$ cat src/rtl/pipememarb.sv
// Arbiter sharing one single-port memory between the fetch and MEM stages.
// Round-robin on ties, one access in flight, per-access ack timeout with err.
module pipememarb #(
  parameter int MAXWAIT = 15,
  parameter int DATA_W  = 32
) (
  input  logic              clock,
  input  logic              reset,
  input  logic              if_req,
  input  logic [DATA_W-1:0] if_addr,
  output logic [DATA_W-1:0] if_rdata,
  output logic              if_ready,
  input  logic              mem_req,
  input  logic              mem_we,
  input  logic [DATA_W-1:0] mem_addr,
  input  logic [DATA_W-1:0] mem_wdata,
  output logic [DATA_W-1:0] mem_rdata,
  output logic              mem_ready,
  output logic              ram_en,
  output logic              ram_we,
  output logic [DATA_W-1:0] ram_addr,
  output logic [DATA_W-1:0] ram_wdata,
  input  logic [DATA_W-1:0] ram_rdata,
  input  logic              ram_ack,
  output logic              stall_if,
  output logic              stall_mem,
  output logic              err
);

  typedef enum logic [1:0] {IDLE, IF_WAIT, MEM_WAIT} state_t;

  // Last WAIT cycle index before the timeout fires.
  localparam logic [7:0] LAST_WAIT = 8'(MAXWAIT - 1);

  state_t            state, state_nxt;
  logic              last_mem, last_mem_nxt;
  logic [7:0]        wcnt, wcnt_nxt;
  logic [DATA_W-1:0] addr_q, addr_nxt;
  logic [DATA_W-1:0] wdata_q, wdata_nxt;
  logic              we_q, we_nxt;
  logic [DATA_W-1:0] if_rdata_nxt, mem_rdata_nxt;
  logic              if_ready_nxt, mem_ready_nxt, err_nxt;
  logic              grant_mem, grant_if;

  always_comb begin
    state_nxt     = state;
    last_mem_nxt  = last_mem;
    wcnt_nxt      = wcnt;
    addr_nxt      = addr_q;
    wdata_nxt     = wdata_q;
    we_nxt        = we_q;
    if_rdata_nxt  = if_rdata;
    mem_rdata_nxt = mem_rdata;
    if_ready_nxt  = 1'b0;
    mem_ready_nxt = 1'b0;
    err_nxt       = 1'b0;
    grant_mem     = 1'b0;
    grant_if      = 1'b0;
    case (state)
      IDLE: begin
        // A ready pulse means the finished requester still holds its request;
        // skipping this cycle keeps it from being granted a second time.
        if (!if_ready && !mem_ready) begin
          grant_mem = mem_req && (!if_req || !last_mem);
          grant_if  = if_req && !grant_mem;
        end
        if (grant_mem) begin
          state_nxt    = MEM_WAIT;
          addr_nxt     = mem_addr;
          wdata_nxt    = mem_wdata;
          we_nxt       = mem_we;
          last_mem_nxt = 1'b1;
          wcnt_nxt     = 8'd0;
        end else if (grant_if) begin
          state_nxt    = IF_WAIT;
          addr_nxt     = if_addr;
          wdata_nxt    = '0;
          we_nxt       = 1'b0;
          last_mem_nxt = 1'b0;
          wcnt_nxt     = 8'd0;
        end
      end
      IF_WAIT, MEM_WAIT: begin
        if (ram_ack) begin
          state_nxt = IDLE;
          if (state == IF_WAIT) begin
            if_ready_nxt = 1'b1;
            if_rdata_nxt = ram_rdata;
          end else begin
            mem_ready_nxt = 1'b1;
            if (!we_q) mem_rdata_nxt = ram_rdata;
          end
        end else if (wcnt >= LAST_WAIT) begin
          state_nxt = IDLE;
          err_nxt   = 1'b1;
          if (state == IF_WAIT) begin
            if_ready_nxt = 1'b1;
            if_rdata_nxt = '0;
          end else begin
            mem_ready_nxt = 1'b1;
            mem_rdata_nxt = '0;
          end
        end else begin
          wcnt_nxt = wcnt + 8'd1;
        end
      end
      default: state_nxt = IDLE;
    endcase
  end

  always_ff @(posedge clock) begin
    if (reset) begin
      state     <= IDLE;
      last_mem  <= 1'b0;
      wcnt      <= 8'd0;
      addr_q    <= '0;
      wdata_q   <= '0;
      we_q      <= 1'b0;
      if_rdata  <= '0;
      mem_rdata <= '0;
      if_ready  <= 1'b0;
      mem_ready <= 1'b0;
      err       <= 1'b0;
    end else begin
      state     <= state_nxt;
      last_mem  <= last_mem_nxt;
      wcnt      <= wcnt_nxt;
      addr_q    <= addr_nxt;
      wdata_q   <= wdata_nxt;
      we_q      <= we_nxt;
      if_rdata  <= if_rdata_nxt;
      mem_rdata <= mem_rdata_nxt;
      if_ready  <= if_ready_nxt;
      mem_ready <= mem_ready_nxt;
      err       <= err_nxt;
    end
  end

  assign ram_en    = (state != IDLE);
  assign ram_we    = (state == MEM_WAIT) && we_q;
  assign ram_addr  = addr_q;
  assign ram_wdata = wdata_q;
  assign stall_if  = if_req & ~if_ready;
  assign stall_mem = mem_req & ~mem_ready;

endmodule

$ cat config.mk
export PLATFORM = sky130hd
export DESIGN_NAME = pipememarb
export DESIGN_NICKNAME = d
export VERILOG_FILES = /design/src/rtl/pipememarb.sv
export SDC_FILE = /design/constraint.sdc
export NUM_CORES = 1
export LEC_CHECK = 0
export CORE_UTILIZATION = 35
export DETAILED_ROUTE_END_ITERATION = 6
export PLACE_DENSITY = 0.71
export SYNTH_ARGS = -nofsm -noshare
export SYNTH_HDL_FRONTEND = slang
export SYNTH_SLANG_ARGS = --single-unit
export TNS_END_PERCENT = 1
$ cat constraint.sdc
create_clock -name clock -period 2.25 [get_ports clock]
set_input_delay 0.45 -clock clock [delete_from_list [all_inputs] [get_ports clock]]
set_output_delay 0.45 -clock clock [all_outputs]
set_load 0.02 [all_outputs]
==> results, run 1 <==
- In this run the remaining antenna-violating nets after routing total 0.
- The tightest min-delay check is of the in2reg type.
- The worst setup path is captured at an output pin.
- The internal power is 0.00556 W.
- In this run, placement finished with an instance count of 1007.
- The switching power share of the total is 30.9%.
- The element type at the critical path start is an input pin.
- The library cell used most frequently in the layout, excluding fill and tap cells, is sky130_fd_sc_hd__clkdlybuf4s50_1.
- The CTS tree is done.
- The run finished with clean final reports.
- The final clock skew is 0.0106 ns.
- The count of cell types in the netlist is 43.
- The count of final hold-check violations is 0.
- The total power density per cell area is 895 nW/um2.
- Setup repair after global routing could not meet its margin everywhere.
- The number of register bits inferred by synthesis is 143.
- For this block, the routed nets add up to 17.9 mm of wire.
- The tightest slew margin relative to the limit is 50.4%.
- OpenSTA, run right after detailed placement, puts the worst setup slack at -0.353 ns.
- The overall die width is 126 um.
- The post-layout minimum cycle time is 2.17 ns.
- The fraction of registers with async set or reset after synthesis is 0%.
- For this run, design rule violations remaining after detail routing come to 0.
- The buffer type at the clock tree root is sky130_fd_sc_hd__clkbuf_16.
- In this run, flip-flops and latches consume 36.7% of the power.
- The number of global-route vias before repair was 5442.
- Of the available clock period, the critical path in the final layout requires 96.4%.
- The die covers 15900 um2.
- The top cell types in the final layout, fill and taps aside, are sky130_fd_sc_hd__clkdlybuf4s50_1 (263), sky130_fd_sc_hd__dfxtp_1 (142), sky130_fd_sc_hd__nand2_1 (75), sky130_fd_sc_hd__nor2_1 (62), sky130_fd_sc_hd__a21oi_1 (47).
- No sink is reached through more buffers than the 2 on the longest clock path.
- At the worst endpoint, the required time is 1.80 ns.
- The share of power burned in combinational logic is 28.7%.
- The primary flip-flop cell chosen by synthesis mapping is sky130_fd_sc_hd__dfxtp_1.
- The least setup slack across all paths after layout is 0.0811 ns.
- The clock network power share is 34.6%.
- The count of buffers from port buffering is 268.
- The number of max-slew violations in the final report came to 0.
- For this run, the total global-route usage over all layers was measured as 22.2%.
- The clock latency reported for the late side of the worst-skew pair is 0.42 ns.
- After clock tree synthesis, the clock-pin slew on the worst setup and hold paths is 0.06 ns.
- The total chip power is 0.00805 W.
- The total setup violations reported at the end of the flow is 0.
- The cell with the largest stage delay on the worst path is sky130_fd_sc_hd__clkdlybuf4s50_1.
- The kind of cell adding the most delay to the critical path is buffers and inverters.
- VDD sags by at most 0.527 mV.
- Max-cap violations in this run came to 0.
- The critical path buffer and inverter count is 2.
- The starting density of the core is 35.7%.
- The count of flip-flops with a built-in enable after synthesis is 0.
- The number of instances in the synthesized netlist is 571.
- At the pin with the least slew margin, the transition time is 0.742 ns.
- The number of antenna violations at the first check in global routing is 0.
- The core region is 15100 um2.
- After clock tree synthesis, the setup repair step added 0 buffers.
- The critical setup path kind is in2out.
- In this run the vertical extent of the chip is 126 um.
- The number of diodes added for antenna fixing is 0.
- The global-route wire length before repair is 27.5 mm.
- Entering global routing, the biggest net connects 68 pins.
- Sequential cells were found to cover 53.0% of the synthesized design area.
- The highest clock rate is 461 MHz.
- In this run the core area contains 45 standard-cell rows.
- The utilization after layout is 59.4%.
- The mean area per synthesized cell is 9.47 um2.
- Counting the buffers created by CTS gives 17.
- For this design the static power due to leakage is 3.45 nW.
- The mapped netlist covers 5410 um2.
- When the netlist entered floorplanning its net count stood at 710.
- The layout cell share with drive strength beyond 1 is 7.86%.
- Detailed routing inserted a total of 5423 vias.
- In the final routed layout, each cell accounts on average for 17.2 um.
- The number of standard cells in the layout, taps in and fillers out is 1040.
- The post-DP HPWL is 12.6 mm.
- Walking the worst path, the cells encountered are clkdlybuf4s50_1, nor2b_1, clkdlybuf4s50_1.
- The post-detailed-route via-to-cell ratio is 5.21.
- The final-stage net count is 978.
- The worst path arrival time is 1.72 ns.
- The largest fanout on the critical path is 3.
- The maximum level of the CTS H-tree is 4.
- The remaining global-route overflow is 0.
- The delay of the slowest critical-path stage is 0.62 ns.
- The net switching power is 0.00249 W.
- The number of primary I/O pins is 269.
- The synthesis-to-finish area growth is 66.4%.
- The first routing iteration left 350 violations.
- The final estimated routing congestion in global placement is 0.791.
- During synthesis, Yosys emitted a total of 0 warnings.
- The TritonCTS sink count is 143.
- The number of search-and-repair iterations in the first detailed-routing pass is 7.
- Among the stages of the critical path, the cell type that occurs most often is sky130_fd_sc_hd__clkdlybuf4s50_1.
==> cells by family after synthesis <==
| logic type | after synthesis | synth area share, % |
|---|---|---|
| and+or+nand+nor | 215 | 18.1 |
| DFF | 143 | 53.0 |
| AOI/OAI and AO/OA | 137 | 19.9 |
| buffers and inverters | 51 | 4.14 |
| muxes | 20 | 3.70 |
| adders and majority gates | 5 | 1.16 |
==> per-layer routing <==
metal  track usage, %  up-vias  wire length, um
li1                 -     2599                -
met1             24.0     2537             7100
met2             39.6      260             9010
met3             7.43       27             1380
met4             9.00        0              433
met5                0        -                0
==> area by class of cell <==
class,instances,area [um2]
fill,1299,6150
timing repair buffer,293,2930
sequential,143,2860
multi-input combinational,378,2360
clock buffer,18,429
tap,188,235
clock inverter,14,158
inverter,6,22.5
==> synth_stat cells, types with 5 or more instances <==
master	count	area share, %
sky130_fd_sc_hd__a21oi_1	47	4.4
sky130_fd_sc_hd__a222oi_1	25	4.6
sky130_fd_sc_hd__a22o_1	33	5.3
sky130_fd_sc_hd__a311oi_1	7	1.1
sky130_fd_sc_hd__a31oi_1	5	0.58
sky130_fd_sc_hd__and2_1	23	2.7
sky130_fd_sc_hd__buf_2	8	0.74
sky130_fd_sc_hd__clkbuf_1	31	2.2
sky130_fd_sc_hd__dfxtp_1	143	53
sky130_fd_sc_hd__ha_1	5	1.2
sky130_fd_sc_hd__inv_1	6	0.42
sky130_fd_sc_hd__mux2i_1	20	3.7
sky130_fd_sc_hd__nand2_1	75	5.2
sky130_fd_sc_hd__nand2b_1	5	0.58
sky130_fd_sc_hd__nand3_1	20	1.9
sky130_fd_sc_hd__nand4_1	13	1.5
sky130_fd_sc_hd__nor2_1	63	4.4
==> metrics by stage <==
step / hold WS [ns] / area, um2 / setup TNS (ns)
2_1_floorplan: 0.427 / 5410 / 0
3_3_place_gp: 0.439 / 8380 / -5.44
3_5_place_dp: 0.446 / 8380 / -7.90
4_1_cts: 0.244 / 8970 / -0.818
5_1_grt: 0.247 / 8990 / -0.0341
6_report: 0.260 / 8990 / 0
==> path summary, 6_finish.rpt <==
kind	cells past startpoint	to	slack (ns)	startpoint
worst max-delay path	3	stall_if	0.08	if_req
worst min-delay path	2	ram_addr[29]	0.26	reset
worst max register to register	5	mem_rdata[21]	0.11	wcnt[5]
worst min register to register	2	if_rdata[26]	0.45	if_rdata[26]
==> power groups by stage <==
stage	combinational, W	clock, W	sequential, W
finish	0.00231	0.00279	0.00295
global route	0.00246	0.00296	0.00298
CTS	0.00229	0.00285	0.00295
detailed placement	0.00228	0	0.00300
global placement	0.00223	0	0.00298
floorplan	0.000883	0	0.00327
==> state kept, by name, indices dropped and copies added (netlist names) <==
register and flops:
err 1, ram_addr 32, last_mem 1, if_ready 1, mem_rdata 32, we_q 1, state 2, if_rdata 32
ram_wdata 32, mem_ready 1, wcnt 8
==> timing repair <==
item                                    CTS  global route
cloned                                    0             1
pin swaps                                 1             3
hold buffers                              0             0
endpoints found under the setup margin   28            31
gates resized for setup                   3             5
(Power assumes the default switching activity.)
==> run 2, diff against run 1 <==
--- a/config.mk
+++ b/config.mk
@@ -7,6 +7,7 @@
 export LEC_CHECK = 0
 export CORE_UTILIZATION = 35
 export DETAILED_ROUTE_END_ITERATION = 6
+export GPL_TIMING_DRIVEN = 0
 export PLACE_DENSITY = 0.71
 export SYNTH_ARGS = -nofsm -noshare
 export SYNTH_HDL_FRONTEND = slang
==> run 2 against run 1 <==
  * Total power rose by 3.0%
  * Design area up 0.57%
  * Via count barely moved
  * Wire length decreased by 0.45%
  * Worst hold slack gained 0.19 ns
  * Sequential power barely moved
  * Core utilization up 0.34 points
  * Worst setup slack worse by 0.035 ns
  * Clock power increased by 11%
  * Largest cell class unchanged
  * Largest power group is now the clock network
==> results, run 2 (synthesized netlist as in run 1, its figures left out) <==
- The remaining global-route overflow came to 0 (unchanged).
- The critical path goes through clkdlybuf4s50_1, nor2b_1, clkdlybuf4s50_1.
- The total chip power is 0.00829 W (+3.0%).
- The number of nets with antenna violations after detailed routing came to 0 (unchanged).
- The slowest stage of the critical path belongs to the cell sky130_fd_sc_hd__clkdlybuf4s50_1.
- The final-stage net count is 996 (+1.8%).
- The number of primary I/O pins was 269 (unchanged).
- The pin slew with the least headroom to its limit is 0.680 ns (-0.0618 ns).
- The instance count after placement with tap cells included was 1026 (+1.9%).
- The maximum root-to-sink buffer count was 2 (unchanged).
- The number of search-and-repair iterations in the first detailed-routing pass came to 5 (-2).
- Compared with the post-synthesis result, the final layout area differs by 67.3%.
- The share of total power in sequential cells is 35.5% (-1.2 points).
- The worst reg-to-reg setup slack is 0.10 ns (about the same).
- The worst setup path is launched from an input pin.
- The layout cell share with drive strength beyond 1 is 8.05% (+0.18 points).
- By instance count, the cell type seen most on the critical path is sky130_fd_sc_hd__clkdlybuf4s50_1.
- The post-DP HPWL was 13.3 mm (+5.9%).
- The worst supply voltage drop on vdd is 0.546 mV (+3.5%).
- Setup repair after global routing could not meet its margin everywhere.
- Leaving out fill and tap cells, the most frequent cell in the layout is sky130_fd_sc_hd__clkdlybuf4s50_1.
- The worst path arrival time is 1.75 ns (+0.03 ns).
- The starting density of the core came to 35.7% (unchanged).
- The buffer type at the clock tree root is sky130_fd_sc_hd__clkbuf_16.
- The count of final hold-check violations was 0 (unchanged).
- The clock network power share came to 37.4% (+2.8 points).
- The sort of element at the end of the critical path is an output pin.
- The routed wire length is 17.8 mm (-0.45%).
- The flow ran to the end, and the final reports show no timing, DRC or antenna violations.
- The average wire per cell in the routed design is 16.9 um (-2.1%).
- The worst setup path is of the in2out kind.
- The total setup violations reported at the end of the flow is 0 (unchanged).
- The number of cell rows is 45 (unchanged).
- The final estimated routing congestion in global placement came to 0.829 (+4.9%).
- The count of buffers from port buffering came to 267 (-0.37%).
- The die extent in y is 126 um (unchanged).
- The maximum number of pins on one net before global-route repair is 17 (-75%).
- The clock-pin slew reported for the worst setup and hold paths after clock tree synthesis is 0.06 ns (about the same).
- The tightest slew margin relative to the limit is 54.4% (+4.0 points).
- The number of max-slew violations in the final report is 0 (unchanged).
- The number of standard cells in the layout, taps in and fillers out was 1058 (+1.7%).
- The worst hold path class is reg2reg.
- The number of global-route vias before repair was 5285 (-2.9%).
- TritonCTS built the clock tree.
- The number of diodes added for antenna fixing is 0 (unchanged).
- The total power density per cell area was 916 nW/um2 (+2.4%).
- The delay of the slowest critical-path stage is 0.62 ns (about the same).
- The maximum level of the CTS H-tree was 4 (unchanged).
- The switching power share of the total is 30.1% (-0.85 points).
- The share of power burned in combinational logic is 27.0% (-1.7 points).
- The final clock skew is 0.00736 ns (-0.00328 ns).
- In the layout the commonest cells are sky130_fd_sc_hd__clkdlybuf4s50_1 (264), sky130_fd_sc_hd__dfxtp_1 (143), sky130_fd_sc_hd__nand2_1 (75), sky130_fd_sc_hd__nor2_1 (61), sky130_fd_sc_hd__a21oi_1 (47).
- The highest clock rate was 454 MHz (-1.6%).
- The post-route clock period utilization is 97.9% (+1.5 points).
- The count of unresolved DRC violations after routing is 0 (unchanged).
- The global-route wire length before repair is 28.0 mm (+1.9%).
- The overall fraction of global-route tracks in use came to 22.7% (+0.51 points).
- The number of CTS-inserted buffers was 17 (unchanged).
- The static leakage came to 3.47 nW (+0.61%).
- The overall die width is 126 um (unchanged).
- The largest fanout on the critical path came to 4 (+1).
- The post-detailed-route via-to-cell ratio is 5.13 (-1.6%).
- The post-layout minimum cycle time is 2.20 ns (+0.0347 ns).
- The required time at the endpoint of the critical path is 1.80 ns (about the same).
- The total via count in the routed design came to 5428 (+0.092%).
- The internal power was 0.00580 W (+4.3%).
- The net switching power is 0.00249 W (+0.14%).
- The max-capacitance violation count is 0 (unchanged).
- The core region area is 15100 um2 (unchanged).
- The area of the die is 15900 um2 (unchanged).
- The count of hold-fix buffers inserted at cts was 0 (unchanged).
- The number of DRC markers after the initial detailed-route iteration was 357 (+2.0%).
- The TritonCTS sink count is 143 (unchanged).
- The clock latency reported for the late side of the worst-skew pair is 0.43 ns (about the same).
- The number of antenna violations at the first check in global routing is 0 (unchanged).
[run 2: cell types whose count changed in the layout (fill, tap and decap cells not counted), sizes merged]
cell | before | now
clkbuf | 18 | 50
clkdlybuf4s50 | 263 | 264
clkinvlp | 3 | 2
inv | 10 | 11
buf | 27 | 14
bufinv | 2 | 4
dlygate4sd2 | 0 | 1
clkdlybuf4s15 | 1 | 0
a211oi | 2 | 1
clkinv | 5 | 2
[run 2: layout make-up]
class | instances | area [um2]
Inverter | 6 | 22.5
Tap cell | 188 | 235
Buffer | 44 | 211
Sequential cell | 143 | 2860
Multi-Input combinational cell | 377 | 2370
Timing Repair Buffer | 268 | 2700
Fill cell | 1326 | 6100
Clock buffer | 19 | 453
Clock inverter | 13 | 199
[run 2: repair_timing]
item,4_1_cts,5_1_grt
setup buffers,0,1
gates resized for setup,6,25
pin swaps,0,1
endpoints found under the setup margin,80,99
[run 2: routing by layer]
metal	vias up	global-route usage (%)	routed length (um)
met3	18	9.05	1410
met4	0	6.87	248
met1	2556	26.3	7390
li1	2640	-	-
met5	-	0	0
met2	214	38.3	8790
[run 2: path summary, 6_finish.rpt]
path | startpoint | to | cells after the start
worst max register to register | state[0] | ram_addr[25] | 8
worst max-delay path | mem_req | stall_mem | 3
worst min register to register | if_rdata[8] | if_rdata[8] | 2
worst min-delay path | if_rdata[8] | if_rdata[8] | 2
[run 2: power groups by stage]
| stage | Sequential [W] | Combinational (W) | Clock, W |
|---|---|---|---|
| 3_3_place_gp | 0.00299 | 0.00218 | 0 |
| 2_1_floorplan | 0.00327 | 0.000883 | 0 |
| 5_1_grt | 0.00297 | 0.00241 | 0.00328 |
| 3_5_place_dp | 0.00299 | 0.00218 | 0 |
| 6_report | 0.00295 | 0.00224 | 0.00310 |
| 4_1_cts | 0.00294 | 0.00220 | 0.00315 |
[run 2: stage by stage]
stage / setup slack (ns) / TNS [ns] / instance area [um2] / util, % / hold WS, ns
after floorplan: 0.231 / 0 / 5410 / - / 0.427
after global placement: -0.620 / -39.13 / 8310 / 54.9 / 0.441
after detailed placement: -0.573 / -39.30 / 8310 / 54.9 / 0.448
after CTS: -0.0553 / -0.101 / 8980 / 59.3 / 0.456
after global routing: -0.0251 / -0.0873 / 9050 / 59.7 / 0.467
final: 0.0464 / 0 / 9050 / 59.7 / 0.454
[run 2: critical path: cells and delay by family]
family	cells	cell delay (ns)
buffers and inverters	2	1.15
and+or+nand+nor	1	0.14
==> run 3, diff against run 2 <==
--- a/config.mk
+++ b/config.mk
@@ -5,10 +5,11 @@
 export SDC_FILE = /design/constraint.sdc
 export NUM_CORES = 1
 export LEC_CHECK = 0
-export CORE_UTILIZATION = 35
+export ABC_AREA = 1
+export CORE_UTILIZATION = 38
 export DETAILED_ROUTE_END_ITERATION = 6
 export GPL_TIMING_DRIVEN = 0
-export PLACE_DENSITY = 0.71
+export PLACE_DENSITY = 0.77
 export SYNTH_ARGS = -nofsm -noshare
 export SYNTH_HDL_FRONTEND = slang
 export SYNTH_SLANG_ARGS = --single-unit
==> constraint.sdc (replaced) <==
create_clock -name clock -period 2 [get_ports clock]
set_input_delay 0.4 -clock clock [delete_from_list [all_inputs] [get_ports clock]]
set_output_delay 0.4 -clock clock [all_outputs]
set_load 0.02 [all_outputs]
==> run 3 against run 2 <==
  * Wire length rose by 10%
  * Non-clock buffer count rose by 17
  * Core utilization rose by 2.6 points
  * Global-route usage rose by 2.2 points
  * Synthesized cell count rose by 41%
  * Sequential share of layout area fell by 1.5 points
  * Count of clock-buffer cells in the layout rose by 2
  * Synthesized area rose by 10%
  * Clock power rose by 5%
  * Critical endpoint is now ram_en
  * Worst setup slack improved by 0.042 ns
  * Design area rose by 5.1%
==> results, run 3 <==
- The worst supply voltage drop on vdd is 0.569 mV (+4.3%).
- In the synthesized netlist, the cells that appear most often are sky130_fd_sc_hd__nand2_1 (274), sky130_fd_sc_hd__dfxtp_1 (143), sky130_fd_sc_hd__a21oi_1 (104).
- The overall fraction of global-route tracks in use is 24.9% (+2.2 points).
- The final estimated routing congestion in global placement is 0.839 (+1.2%).
- The setup slack at placement is -0.118 ns (+0.455 ns).
- The number of instances in the synthesized netlist is 805 (+41%).
- The post-route clock period utilization is 95.6%.
- The max-capacitance violation count is 0 (unchanged).
- The leading cell type in the layout, fill and taps excluded is sky130_fd_sc_hd__nand2_1.
- In this run the critical register-to-register path is captured at mem_rdata[18].
- The total via count in the routed design came to 6406 (+18%).
- The global-route wire length before repair is 31.2 mm (+11%).
- The number of primary I/O pins is 269 (unchanged).
- The number of nets with antenna violations after detailed routing came to 0 (unchanged).
- The fraction of registers with async set or reset after synthesis is 0% (unchanged).
- TritonCTS built the clock tree.
- The static leakage is 3.68 nW (+6.0%).
- The element type at the critical path start is a flip-flop.
- The total of warnings raised by yosys is 0 (unchanged).
- The clock-pin slew reported for the worst setup and hold paths after clock tree synthesis was 0.06 ns (about the same).
- The clock latency reported for the late side of the worst-skew pair is 0.42 ns (about the same).
- The remaining global-route overflow came to 0 (unchanged).
- The worst path arrival time is 1.51 ns (-0.24 ns).
- The number of global-route vias before repair is 6125 (+16%).
- The cell area after synthesis is 5960 um2 (+10%).
- The smallest clock period supported by the final layout is computed as 1.91 ns.
- The maximum root-to-sink buffer count came to 2 (unchanged).
- The buffer type at the clock tree root is sky130_fd_sc_hd__clkbuf_16.
- The number of antenna violations at the first check in global routing is 0 (unchanged).
- The utilization after layout is 62.3% (+2.6 points).
- The number of cell rows is 45 (unchanged).
- The final clock skew came to 0.00966 ns (+0.00230 ns).
- The worst min-delay path startpoint is wcnt[5].
- On the critical path, the stage with the largest delay is an instance of sky130_fd_sc_hd__dfxtp_1.
- The mean area per synthesized cell is 7.40 um2 (-22%).
- The worst-case hold path end point is wcnt[5].
- The count of cell types in the netlist was 25 (-42%).
- The final-stage net count came to 1230 (+23%).
- The path class of the tightest hold or removal check is reg2reg.
- The number of diodes added for antenna fixing is 0 (unchanged).
- The worst-case reg-to-reg path depth is 6 (-2).
- The required time at the endpoint of the critical path was 1.60 ns (-0.20 ns).
- The cell type with the largest total area after synthesis is sky130_fd_sc_hd__dfxtp_1.
- The synthesis-to-finish area growth is 59.5%.
- Yosys attributes the largest share of cell area to sky130_fd_sc_hd__dfxtp_1 (48%), sky130_fd_sc_hd__nand2_1 (17%), sky130_fd_sc_hd__a21oi_1 (8.7%), sky130_fd_sc_hd__nand4_1 (6.1%), sky130_fd_sc_hd__inv_1 (3.5%).
- The average wire per cell in the routed design is 15.0 um (-11%).
- In the layout the commonest cells are sky130_fd_sc_hd__nand2_1 (274), sky130_fd_sc_hd__clkdlybuf4s50_1 (263), sky130_fd_sc_hd__dfxtp_1 (143), sky130_fd_sc_hd__a21oi_1 (104), sky130_fd_sc_hd__nand4_1 (58).
- The pin slew with the least headroom to its limit is 0.661 ns (-0.0190 ns).
- The routed wire length is 19.7 mm (+10%).
- The core region area is 15300 um2 (+0.74%).
- The post-detailed-route via-to-cell ratio came to 4.88 (-5.0%).
- The post-DP HPWL was 14.8 mm (+11%).
- The count of final hold-check violations is 0 (unchanged).
- Timing would allow up to 523 MHz.
- The starting density of the core is 39.1% (+3.4 points).
- The count of hold-fix buffers inserted at cts is 0 (unchanged).
- STA classifies the critical path endpoint as an output pin.
- The area fraction of the dominant cell type after synthesis is 48.0% (-4.9 points).
- Setup repair after global routing left no endpoint under its margin.
- The maximum level of the CTS H-tree is 4 (unchanged).
- The count of unresolved DRC violations after routing came to 0 (unchanged).
- The count of flip-flops with a built-in enable after synthesis is 0 (unchanged).
- The start of the worst register-to-register path is state[0].
- The area of the die is 16200 um2 (+1.5%).
- The number of DRC markers after the initial detailed-route iteration is 368 (+3.1%).
- The maximum number of pins on one net before global-route repair came to 17 (unchanged).
- The TritonCTS sink count is 143 (unchanged).
- The buffers inserted during post-CTS setup optimization came to 0 (unchanged).
- The number of max-slew violations in the final report is 0 (unchanged).
- Traced cell by cell, the critical path runs through inv_1, ha_1, inv_2, clkdlybuf4s15_2.
- The total setup violations reported at the end of the flow is 0 (unchanged).
- The number of register bits inferred by synthesis is 143 (unchanged).
- The layout cell share with drive strength beyond 1 is 7.71% (-0.34 points).
- The total power density per cell area is 880 nW/um2 (-3.9%).
- The largest fanout on the critical path was 5 (+1).
- The delay of the slowest critical-path stage is 0.35 ns (-0.27 ns).
- The worst reg-to-reg setup slack was 0.21 ns (+0.11 ns).
- The sequential element share of the synthesized area came to 48.0% (-4.9 points).
- The critical path is of the reg2out type.
- The primary flip-flop cell chosen by synthesis mapping is sky130_fd_sc_hd__dfxtp_1.
- The run finished with clean final reports.
- The most common cell in the synthesized netlist is sky130_fd_sc_hd__nand2_1.
- The number of CTS-inserted buffers is 17 (unchanged).
- The least setup slack across all paths after layout came to 0.0887 ns (+0.0423 ns).
- The number of search-and-repair iterations in the first detailed-routing pass is 5 (unchanged).
- The count of buffers from port buffering was 267 (unchanged).
- The number of cells on the worst hold path is 2 (unchanged).
- The total nets after synthesis is 944 (+33%).
- The die extent in y came to 127 um (+0.76%).
- The overall die width is 127 um (+0.76%).
- The tightest slew margin relative to the limit is 55.9% (+1.5 points).
==> run 3: changes by cell type in the layout (fill, tap and decap cells not counted), moves of 22 or more <==
cell,change
sky130_fd_sc_hd__a222oi_1,-25
sky130_fd_sc_hd__nor2_1,-36
sky130_fd_sc_hd__nand2_1,+199
sky130_fd_sc_hd__and2_1,-22
sky130_fd_sc_hd__a22o_1,-33
sky130_fd_sc_hd__nand4_1,+45
sky130_fd_sc_hd__inv_1,+49
sky130_fd_sc_hd__a21oi_1,+57
==> run 3: cell type report <==
cell class              instances  area (um2)
clock buffers                  21         470
repair buffers                267        2670
fillers                      1328        5750
plain buffers                  62         369
inverters                      67         251
clock inverters                10         136
flip-flops and latches        143        2860
multi-input cells             533        2480
well taps                     211         264
==> run 3: worst max-delay path by stage <==
stage                        start            end  slack [ns]  cells past startpoint
final                     state[0]         ram_en        0.09                      4
after global routing      state[0]         ram_en     0.00008                      4
after CTS                 state[0]         ram_en        0.01                      4
after detailed placement    if_req       stall_if       -0.12                      4
after global placement      if_req       stall_if        -0.1                      4
after floorplan           state[1]  mem_rdata[16]        0.47                      9
==> run 3: repair_timing <==
item	in CTS	in global routing
resized for setup	6	7
pin swaps	0	0
setup endpoints to repair	4	7
==> run 3: metrics by stage <==
stage          hold slack [ns]  instance area [um2]  std cells  total power [W]  TNS, ns
3_3_place_gp             0.426                 8900       1283          0.00515    -1.78
6_report                 0.441                 9510       1314          0.00837        0
3_5_place_dp             0.428                 8900       1283          0.00517    -2.61
4_1_cts                  0.438                 9500       1314          0.00841        0
5_1_grt                  0.470                 9510       1314          0.00876        0
2_1_floorplan            0.418                 5960        805          0.00425        0
==> run 3: power by group <==
part	switching, W	leakage [nW]	internal (W)
registers	0.000114	1.16	0.00305
clock network	0.00120	0.291	0.00205
logic	0.00110	2.22	0.000857
==> run 3: kinds of logic after synthesis <==
logic type	Yosys count	synth area share, %
DFF	143	48.0
AOI/OAI and AO/OA	143	12.7
buffers and inverters	129	10.3
adders and majority gates	5	1.05
and+or+nand+nor	385	27.9
==> run 3: critical path, delay by kind of cell, from the launching register on <==
family,cells,cell delay (ns)
adders and majority gates,1,0.27
buffers and inverters,3,0.47
DFF,1,0.35
==> run 3: routing by layer <==
| metal | share of wire, % | GRT usage, % | vias to the layer above | wire length (um) |
|---|---|---|---|---|
| met4 | 3.2 | 11.8 | 0 | 632 |
| li1 | - | - | 3201 | - |
| met2 | 48 | 42.1 | 262 | 9510 |
| met1 | 41 | 28.9 | 2898 | 8060 |
| met3 | 7.6 | 7.66 | 45 | 1500 |
| met5 | 0 | 0 | - | 0 |
